### config.mk
export PLATFORM = sky130hd
export DESIGN_NAME = mem_port_arbiter_flat
export DESIGN_NICKNAME = d
export VERILOG_FILES = /design/src/rtl/mem_port_arbiter_pkg.sv /design/src/rtl/mem_port_arbiter_if.sv /design/src/rtl/mem_port_arbiter_priority.sv /design/src/rtl/mem_port_arbiter.sv /design/src/flat_wrapper.sv
export SDC_FILE = /design/constraint.sdc
export NUM_CORES = 1
export LEC_CHECK = 0
export BUFFER_PORTS_ARGS = -buffer_cell sky130_fd_sc_hd__buf_2
export CAP_MARGIN = 40
export CORE_AREA = 2 2 105 107
export DETAILED_ROUTE_END_ITERATION = 7
export DIE_AREA = 0 0 107 109
export PLACE_DENSITY_LB_ADDON = 0.15
export SKIP_LAST_GASP = 1
export SYNTH_ARGS = -nofsm -noshare
export SYNTH_HDL_FRONTEND = slang
export SYNTH_HIERARCHICAL = 1
export SYNTH_SLANG_ARGS = --single-unit
### constraint.sdc
create_clock -name clk -period 3.2 [get_ports clk]
set_input_delay 0.32 -clock clk [delete_from_list [all_inputs] [get_ports clk]]
set_output_delay 0.32 -clock clk [all_outputs]
set_load 0.02 [all_outputs]
### src/rtl/mem_port_arbiter_pkg.sv
// Shared types for the instruction/data memory port arbiter.
package arbiter_types;

    typedef enum logic [1:0] {
        IDLE      = 2'd0,
        INST_BUSY = 2'd1,
        DATA_BUSY = 2'd2
    } arb_state_t;

    typedef enum logic {
        GRANT_INST = 1'b0,
        GRANT_DATA = 1'b1
    } arb_grant_t;

endpackage

### src/rtl/mem_port_arbiter_if.sv
// Core-side inst/data ports plus the shared downstream memory port.
// slave = arbiter side, master = core and memory side.
interface mem_port_arbiter_if #(
    parameter int ADDR_W = 32,
    parameter int DATA_W = 32
);
    logic              inst_read;
    logic [ADDR_W-1:0] inst_addr;
    logic              inst_resp;
    logic [DATA_W-1:0] inst_rdata;

    logic                data_read;
    logic                data_write;
    logic [DATA_W/8-1:0] data_mbe;
    logic [ADDR_W-1:0]   data_addr;
    logic [DATA_W-1:0]   data_wdata;
    logic                data_resp;
    logic [DATA_W-1:0]   data_rdata;

    logic                mem_read;
    logic                mem_write;
    logic [DATA_W/8-1:0] mem_mbe;
    logic [ADDR_W-1:0]   mem_addr;
    logic [DATA_W-1:0]   mem_wdata;
    logic                mem_resp;
    logic [DATA_W-1:0]   mem_rdata;

    modport slave (
        input  inst_read, inst_addr,
        input  data_read, data_write, data_mbe, data_addr, data_wdata,
        input  mem_resp, mem_rdata,
        output inst_resp, inst_rdata, data_resp, data_rdata,
        output mem_read, mem_write, mem_mbe, mem_addr, mem_wdata
    );

    modport master (
        output inst_read, inst_addr,
        output data_read, data_write, data_mbe, data_addr, data_wdata,
        output mem_resp, mem_rdata,
        input  inst_resp, inst_rdata, data_resp, data_rdata,
        input  mem_read, mem_write, mem_mbe, mem_addr, mem_wdata
    );

endinterface

### src/rtl/mem_port_arbiter_priority.sv
// Combinational winner select. ARB_ROUND_ROBIN_EN selects round-robin,
// otherwise the data port wins every conflict.
module arb_priority
    import arbiter_types::*;
(
    input  logic       i_inst_req,
    input  logic       i_data_req,
    input  arb_grant_t i_last_grant,
    output arb_grant_t o_grant
);

`ifdef ARB_ROUND_ROBIN_EN
    always_comb begin
        o_grant = GRANT_INST;
        if (i_inst_req && i_data_req) begin
            o_grant = (i_last_grant == GRANT_INST) ? GRANT_DATA : GRANT_INST;
        end else if (i_data_req) begin
            o_grant = GRANT_DATA;
        end
    end
`else
    // Fixed priority has no use for the grant history.
    logic w_unused;
    assign w_unused = i_last_grant;

    always_comb begin
        o_grant = GRANT_INST;
        if (i_data_req) begin
            o_grant = GRANT_DATA;
        end
        if (!i_inst_req && !i_data_req) begin
            o_grant = GRANT_INST;
        end
    end
`endif

endmodule

### src/rtl/mem_port_arbiter.sv
// Shares one memory port between instruction fetch and data access.
// ARB_ROUND_ROBIN_EN adds a last_grant register for alternating conflicts.
module mem_port_arbiter
    import arbiter_types::*;
#(
    parameter int ADDR_W = 32,
    parameter int DATA_W = 32
) (
    input logic               clk,
    input logic               rst,
    mem_port_arbiter_if.slave bus
);

    arb_state_t          r_state;
    arb_state_t          w_next_state;
    logic [ADDR_W-1:0]   r_addr;
    logic [DATA_W-1:0]   r_wdata;
    logic [DATA_W/8-1:0] r_mbe;
    logic                r_is_write;
    logic                w_load;
    logic                w_data_req;
    arb_grant_t          w_grant;
    arb_grant_t          w_last_grant;

    assign w_data_req = bus.data_read | bus.data_write;

`ifdef ARB_ROUND_ROBIN_EN
    arb_grant_t r_last_grant;

    always_ff @(posedge clk or negedge rst) begin
        if (!rst) begin
            r_last_grant <= GRANT_INST;
        end else if (w_load) begin
            r_last_grant <= w_grant;
        end
    end

    assign w_last_grant = r_last_grant;
`else
    assign w_last_grant = GRANT_INST;
`endif

    arb_priority u_arb_priority (
        .i_inst_req   (bus.inst_read),
        .i_data_req   (w_data_req),
        .i_last_grant (w_last_grant),
        .o_grant      (w_grant)
    );

    always_ff @(posedge clk or negedge rst) begin
        if (!rst) begin
            r_state    <= IDLE;
            r_addr     <= '0;
            r_wdata    <= '0;
            r_mbe      <= '0;
            r_is_write <= 1'b0;
        end else begin
            r_state <= w_next_state;
            if (w_load) begin
                if (w_grant == GRANT_DATA) begin
                    r_addr     <= bus.data_addr;
                    r_wdata    <= bus.data_wdata;
                    r_mbe      <= bus.data_mbe;
                    r_is_write <= bus.data_write;   // read+write together resolves to write
                end else begin
                    r_addr     <= bus.inst_addr;
                    r_wdata    <= '0;
                    r_mbe      <= '0;
                    r_is_write <= 1'b0;
                end
            end
        end
    end

    always_comb begin
        w_next_state = r_state;
        w_load       = 1'b0;
        case (r_state)
            IDLE: begin
                if (bus.inst_read || w_data_req) begin
                    w_load       = 1'b1;
                    w_next_state = (w_grant == GRANT_DATA) ? DATA_BUSY : INST_BUSY;
                end
            end
            INST_BUSY, DATA_BUSY: begin
                if (bus.mem_resp) begin
                    w_next_state = IDLE;
                end
            end
            default: w_next_state = IDLE;
        endcase
    end

    assign bus.mem_read  = (r_state == INST_BUSY) || ((r_state == DATA_BUSY) && !r_is_write);
    assign bus.mem_write = (r_state == DATA_BUSY) && r_is_write;
    assign bus.mem_addr  = r_addr;
    assign bus.mem_wdata = r_wdata;
    assign bus.mem_mbe   = r_mbe;

    assign bus.inst_resp  = (r_state == INST_BUSY) && bus.mem_resp;
    assign bus.data_resp  = (r_state == DATA_BUSY) && bus.mem_resp;
    assign bus.inst_rdata = (r_state == INST_BUSY) ? bus.mem_rdata : '0;
    assign bus.data_rdata = (r_state == DATA_BUSY) ? bus.mem_rdata : '0;

    a_rw_exclusive: assert property (@(posedge clk) disable iff (!rst)
        !(bus.data_read && bus.data_write));

endmodule

### src/flat_wrapper.sv
// flat-port wrapper written by rule: the top's interface ports become plain ports
module mem_port_arbiter_flat import arbiter_types::*;
#(
    parameter int ADDR_W = 32,
    parameter int DATA_W = 32
)
  (clk, rst, bus_inst_read, bus_inst_addr, bus_data_read, bus_data_write, bus_data_mbe, bus_data_addr, bus_data_wdata, bus_mem_resp, bus_mem_rdata, bus_inst_resp, bus_inst_rdata, bus_data_resp, bus_data_rdata, bus_mem_read, bus_mem_write, bus_mem_mbe, bus_mem_addr, bus_mem_wdata);
  mem_port_arbiter_if #(.ADDR_W(ADDR_W), .DATA_W(DATA_W)) bus_i ();
  input logic clk;
  input logic rst;
  input wire logic [$bits(bus_i.inst_read)-1:0] bus_inst_read;
  input wire logic [$bits(bus_i.inst_addr)-1:0] bus_inst_addr;
  input wire logic [$bits(bus_i.data_read)-1:0] bus_data_read;
  input wire logic [$bits(bus_i.data_write)-1:0] bus_data_write;
  input wire logic [$bits(bus_i.data_mbe)-1:0] bus_data_mbe;
  input wire logic [$bits(bus_i.data_addr)-1:0] bus_data_addr;
  input wire logic [$bits(bus_i.data_wdata)-1:0] bus_data_wdata;
  input wire logic [$bits(bus_i.mem_resp)-1:0] bus_mem_resp;
  input wire logic [$bits(bus_i.mem_rdata)-1:0] bus_mem_rdata;
  output wire logic [$bits(bus_i.inst_resp)-1:0] bus_inst_resp;
  output wire logic [$bits(bus_i.inst_rdata)-1:0] bus_inst_rdata;
  output wire logic [$bits(bus_i.data_resp)-1:0] bus_data_resp;
  output wire logic [$bits(bus_i.data_rdata)-1:0] bus_data_rdata;
  output wire logic [$bits(bus_i.mem_read)-1:0] bus_mem_read;
  output wire logic [$bits(bus_i.mem_write)-1:0] bus_mem_write;
  output wire logic [$bits(bus_i.mem_mbe)-1:0] bus_mem_mbe;
  output wire logic [$bits(bus_i.mem_addr)-1:0] bus_mem_addr;
  output wire logic [$bits(bus_i.mem_wdata)-1:0] bus_mem_wdata;
  assign bus_i.inst_read = bus_inst_read;
  assign bus_i.inst_addr = bus_inst_addr;
  assign bus_i.data_read = bus_data_read;
  assign bus_i.data_write = bus_data_write;
  assign bus_i.data_mbe = bus_data_mbe;
  assign bus_i.data_addr = bus_data_addr;
  assign bus_i.data_wdata = bus_data_wdata;
  assign bus_i.mem_resp = bus_mem_resp;
  assign bus_i.mem_rdata = bus_mem_rdata;
  assign bus_inst_resp = bus_i.inst_resp;
  assign bus_inst_rdata = bus_i.inst_rdata;
  assign bus_data_resp = bus_i.data_resp;
  assign bus_data_rdata = bus_i.data_rdata;
  assign bus_mem_read = bus_i.mem_read;
  assign bus_mem_write = bus_i.mem_write;
  assign bus_mem_mbe = bus_i.mem_mbe;
  assign bus_mem_addr = bus_i.mem_addr;
  assign bus_mem_wdata = bus_i.mem_wdata;
  mem_port_arbiter #(.ADDR_W(ADDR_W), .DATA_W(DATA_W)) u_core (.clk(clk), .rst(rst), .bus(bus_i));
endmodule
=== Word-level counts from Yosys, hierarchy flattened ===
Index checks and enable logic that the tools add are counted.
Widths: inputs -> output; s select.

* Eq/ne operators: 4
* Mux-type cells: 14
* Bitwise operators: 1
* Reduce and logical (&&, ||, !) cells: 13

{| class="wikitable"
|+ Operators with widths
! cell !! number
|-
| $mux 32 || 4
|-
| $mux 2 || 3
|-
| $logic_and 1x1->1 || 5
|-
| $mux 1 || 5
|-
| $mux 4 || 1
|-
| $pmux 2 s2 || 1
|-
| $logic_not 1->1 || 3
|-
| $eq 2x1->1 const B || 1
|-
| $eq 2x2->1 const B || 1
|-
| $logic_not 2->1 || 1
|-
| $logic_or 1x1->1 || 2
|-
| $ne 2x1->1 const B || 1
|-
| $ne 2x2->1 const B || 1
|-
| $reduce_and 2->1 || 1
|-
| $reduce_or 2->1 || 1
|-
| $or 1x1->1 || 1
|}

* Bits in registers: 71
* Input bits: 138
* Output and inout bits: 136
* Word-level logic and storage cells: 37

=== Longest topological paths before layout ===
* Depth after elaboration: 7
* Gate-level depth with buffers: 7
* Gate-level depth less buffers: 5

=== Cells and area by module ===
The synthesis kept the hierarchy.

{| class="wikitable"
|+ By module, submodules not included
! module !! instances !! cells each !! area each (um^2) !! seq. area each (um^2)
|-
| mem_port_arbiter || 1 || 315 || 3,409.5 || 1,776.7
|-
| arb_priority || 1 || 1 || 3.8 || 0.0
|}

=== Least setup slack after synthesis ===
OpenSTA, ideal clock, no wires.

* Kind: input -> register
* From: input port bus_data_write
* To: register u_core.r_state[0]
* Library setup time: 0.069 ns
* Arrival time: 1.412 ns
* Data required time: 3.131 ns
* Slack: 1.719 ns
* Stages on the path: 5
* Buffers on the path: 2
* Path through: or2_2 clkbuf_1 buf_2 or4b_1 nand3_1

* Longest elaborated chain between the ends: 7
* Elaborated cells between the ends (all ways): 11
* Those cells by class: eq/ne (1); mux (5); bitwise (1); reduce/logical (4)

{| class="wikitable"
|+ Ends and longest elaborated chain
! element !! line !! source
|-
| start, declared || flat_wrapper.sv:14 || <nowiki>input wire logic [$bits(bus_i.data_write)-1:0] bus_data_write;</nowiki>
|-
| $or 1x1->1 (*) || mem_port_arbiter.sv:25 || <nowiki>assign w_data_req = bus.data_read | bus.data_write;</nowiki>
|-
| $logic_not 1->1 || mem_port_arbiter_priority.sv:31 || <nowiki>if (!i_inst_req && !i_data_req) begin</nowiki>
|-
| $logic_and 1x1->1 || mem_port_arbiter_priority.sv:31 ||
|-
| $mux 1 (*) || mem_port_arbiter_priority.sv:31 ||
|-
| net u_core.w_grant || mem_port_arbiter.sv:22 || <nowiki>arb_grant_t w_grant;</nowiki>
|-
| $mux 2 (*) || mem_port_arbiter.sv:82 || <nowiki>w_next_state = (w_grant == GRANT_DATA) ? DATA_BUSY : INST_BUSY;</nowiki>
|-
| $mux 2 (*) || mem_port_arbiter.sv:80 || <nowiki>if (bus.inst_read || w_data_req) begin</nowiki>
|-
| $pmux 2 s2 (*) || mem_port_arbiter.sv:78 || <nowiki>case (r_state)</nowiki>
|-
| end signal, assigned || mem_port_arbiter.sv:58 || <nowiki>r_state <= w_next_state;</nowiki>
|-
| end, declared || mem_port_arbiter.sv:14 || <nowiki>arb_state_t r_state;</nowiki>
|}

The timed path passes the listed nets; every way through them passes the cells marked *. The select of a mux whose other input is x is not followed.
A chain may end at the register's enable or synchronous reset.

=== Final worst setup path ===
* From: register u_core.r_state[1]
* To: output port bus_inst_rdata[15]

* Longest elaborated chain between the ends: 2

{| class="wikitable"
|+ Ends and longest elaborated chain
! element !! line !! source
|-
| $eq 2x1->1 || mem_port_arbiter.sv:102 || <nowiki>assign bus.inst_rdata = (r_state == INST_BUSY) ? bus.mem_rdata : '0;</nowiki>
|-
| $mux 32 || mem_port_arbiter.sv:102 ||
|-
| end, declared || flat_wrapper.sv:21 || <nowiki>output wire logic [$bits(bus_i.inst_rdata)-1:0] bus_inst_rdata;</nowiki>
|}

Every way passes these cells.

==> results_dict.tcl <==
set metrics [dict create \
    status "finished clean" \
    vias 3278 \
    grt_max_degree 67 \
    vias_per_cell 4.52 \
    power_leakage_nw 2.99 \
    die_area_mm2 0.0117 \
    cp.required_ns 2.88 \
    place.gp.congestion 0.725 \
    cp_max_fo 34 \
    finish.instance_area_mm2 0.00510 \
    path_class "register to output pin" \
    synth_area_mm2 0.00341 \
    dp_hpwl_um 7720 \
    period_needed_ns 2.36 \
    tns_ns 0 \
    endpoint_kind "output pin" \
    slew_violations 0 \
    yosysWarningCount 6 \
    ant_nets 0 \
    hold_violations 0 \
    numCtsBuffers 9 \
    die_w_um 107 \
    critPathLaunchType "register" \
    clk_pin_slew_ns 0.08 \
    hold_path.class "input pin to register" \
    ir_drop_mv 0.385 \
    pin_count 274 \
    layout-drive-gt1-share_pct 50.8 \
    placed_cell_area_mm2 0.00489 \
    synth_cells 315 \
    worstPathCellList "inv_1 -> ha_1 -> and2_1 -> buf_2" \
    wl_per_cell_um 14.0 \
    seqPwrFrac_pct 32.0 \
    rows 38 \
    critPathSlowestCell "ha_1" \
    top_usage_layer "met2" \
    skew_ns 0.00775 \
    syn2layout_area_growth_pct 49.5 \
    tightest_slew_ns 0.949 \
    maxCapViolations 0 \
    power_density_mw_per_mm2 940 \
    setup-violations-final 0 \
    holdBufCountCts 1 \
    globalRouteMet1Util_pct 19.0 \
    firstDrtPassIters 4 \
    drt_iter0_drc 143 \
    grt_pass1_wl_um 14700 \
    initial_core_util_pct 32.2 \
    max_freq_mhz 423 \
    rsz0062_at_grt "no" \
    grt_use_total_pct 16.4 \
    post_cts_resized 0 \
    synthesis.nets 456 \
    pwr-share-clk_pct 15.0 \
    clock_sinks 71 \
    drc_errors 0 \
    slowest_delay_ns 0.79 \
    htree_levels 3 \
    cts_tree "yes" \
    port_buffers 273 \
    nNetsFinal 721 \
    combPwrFrac_pct 53.1 \
    intPower_mw 2.61 \
    avgSynthCellArea_um2 10.8 \
    fp.dieH_um 109 \
    period_share_pct 73.9 \
    p_sw_share_pct 45.6 \
    switchingPower_mw 2.18 \
    antenna_found_initial 0 \
    clkLatencyLatePin_ns 0.34 \
    cts_setup_buffers 0 \
    core_area_mm2 0.0106 \
    grt_use_met2_pct 29.3 \
    overflow 0 \
    root_buffer "clkbuf_8" \
    antennaDiodeCount 0 \
    relSlewSlack_pct 36.7 \
    wl_um 10200 \
    clockBufferDepth 2 \
    grt_pass1_vias 2937 \
    crit_arrival_ns 2.04 \
    grtUsageMet3_pct 5.38 \
]
-- placed cells by master (no fill, tap or decap), types with 2 or more instances in the layout --
| master | n |
|---|---|
| clkbuf_8 | 9 |
| ha_1 | 3 |
| dfrtp_1 | 71 |
| o21ai_1 | 32 |
| clkinv_4 | 3 |
| nand3_1 | 2 |
| buf_2 | 272 |
| nand2_1 | 34 |
| mux2i_1 | 32 |
| a22o_1 | 36 |
| and2_1 | 67 |
| inv_1 | 3 |
| buf_4 | 4 |
-- metal layers --
| layer | wire length, µm | up-vias |
|---|---|---|
| li1 | - | 1616 |
| met1 | 4070 | 1499 |
| met2 | 5080 | 154 |
| met3 | 909 | 9 |
| met4 | 110 | 0 |
| met5 | 0 | - |
-- registers in the layout, summed over array words and instances, names as in the netlist --
name                  count
u_core/bus.mem_addr      32
u_core/bus.mem_wdata     32
u_core/r_is_write         1
u_core/bus.mem_mbe        4
u_core/r_state            2
-- per-stage QoR --
stage	utilization, %	hold slack (ns)	setup slack, ns	power [mW]	instances
2_1_floorplan	-	0.0244	1.72	3.25	315
3_3_place_gp	45.7	0.464	1.22	4.07	706
3_5_place_dp	46.1	0.143	1.15	4.12	708
4_1_cts	48.1	0.170	0.805	4.86	725
5_1_grt	48.1	0.174	0.695	5.13	725
6_report	48.1	0.189	0.836	4.79	725
-- critical path: cells and delay by family (launching register included) --
kind | cells | cell delay (ns)
fa+ha+maj | 1 | 0.79
simple gates | 1 | 0.26
buf+inv | 2 | 0.27
flops | 1 | 0.38
-- final cells by class --
type | instances | area (µm²)
fillers | 1041 | 5510
flip-flops and latches | 71 | 1780
multi-input cells | 216 | 1490
repair buffers | 279 | 1440
well taps | 140 | 175
clock buffers | 10 | 128
clock inverters | 6 | 70.1
inverters | 3 | 11.3
-- path summary, 6_finish.rpt --
check                                         from                       end  slack [ns]  depth (start not counted)
max reg2reg                      u_core/r_state[0]  u_core/bus.mem_wdata[19]        1.26                          5
min in group asynchronous                      rst  u_core/bus.mem_wdata[16]        0.33                          2
min reg2reg                u_core/bus.mem_addr[16]   u_core/bus.mem_addr[16]        0.48                          2
max in group asynchronous                      rst   u_core/bus.mem_addr[10]        2.35                          3
min                              bus_data_wdata[3]   u_core/bus.mem_wdata[3]        0.19                          2
max                              u_core/r_state[1]        bus_inst_rdata[15]        0.84                          4
-- power by group through the flow --
stage               logic [mW]  clock network (mW)  registers [mW]
finish                    2.54               0.717            1.53
global route              2.76               0.781            1.59
CTS                       2.58               0.748            1.54
detailed placement        2.59                   0            1.53
global placement          2.52                   0            1.55
floorplan                 1.21                   0            2.05
(Power assumes the default switching activity.)
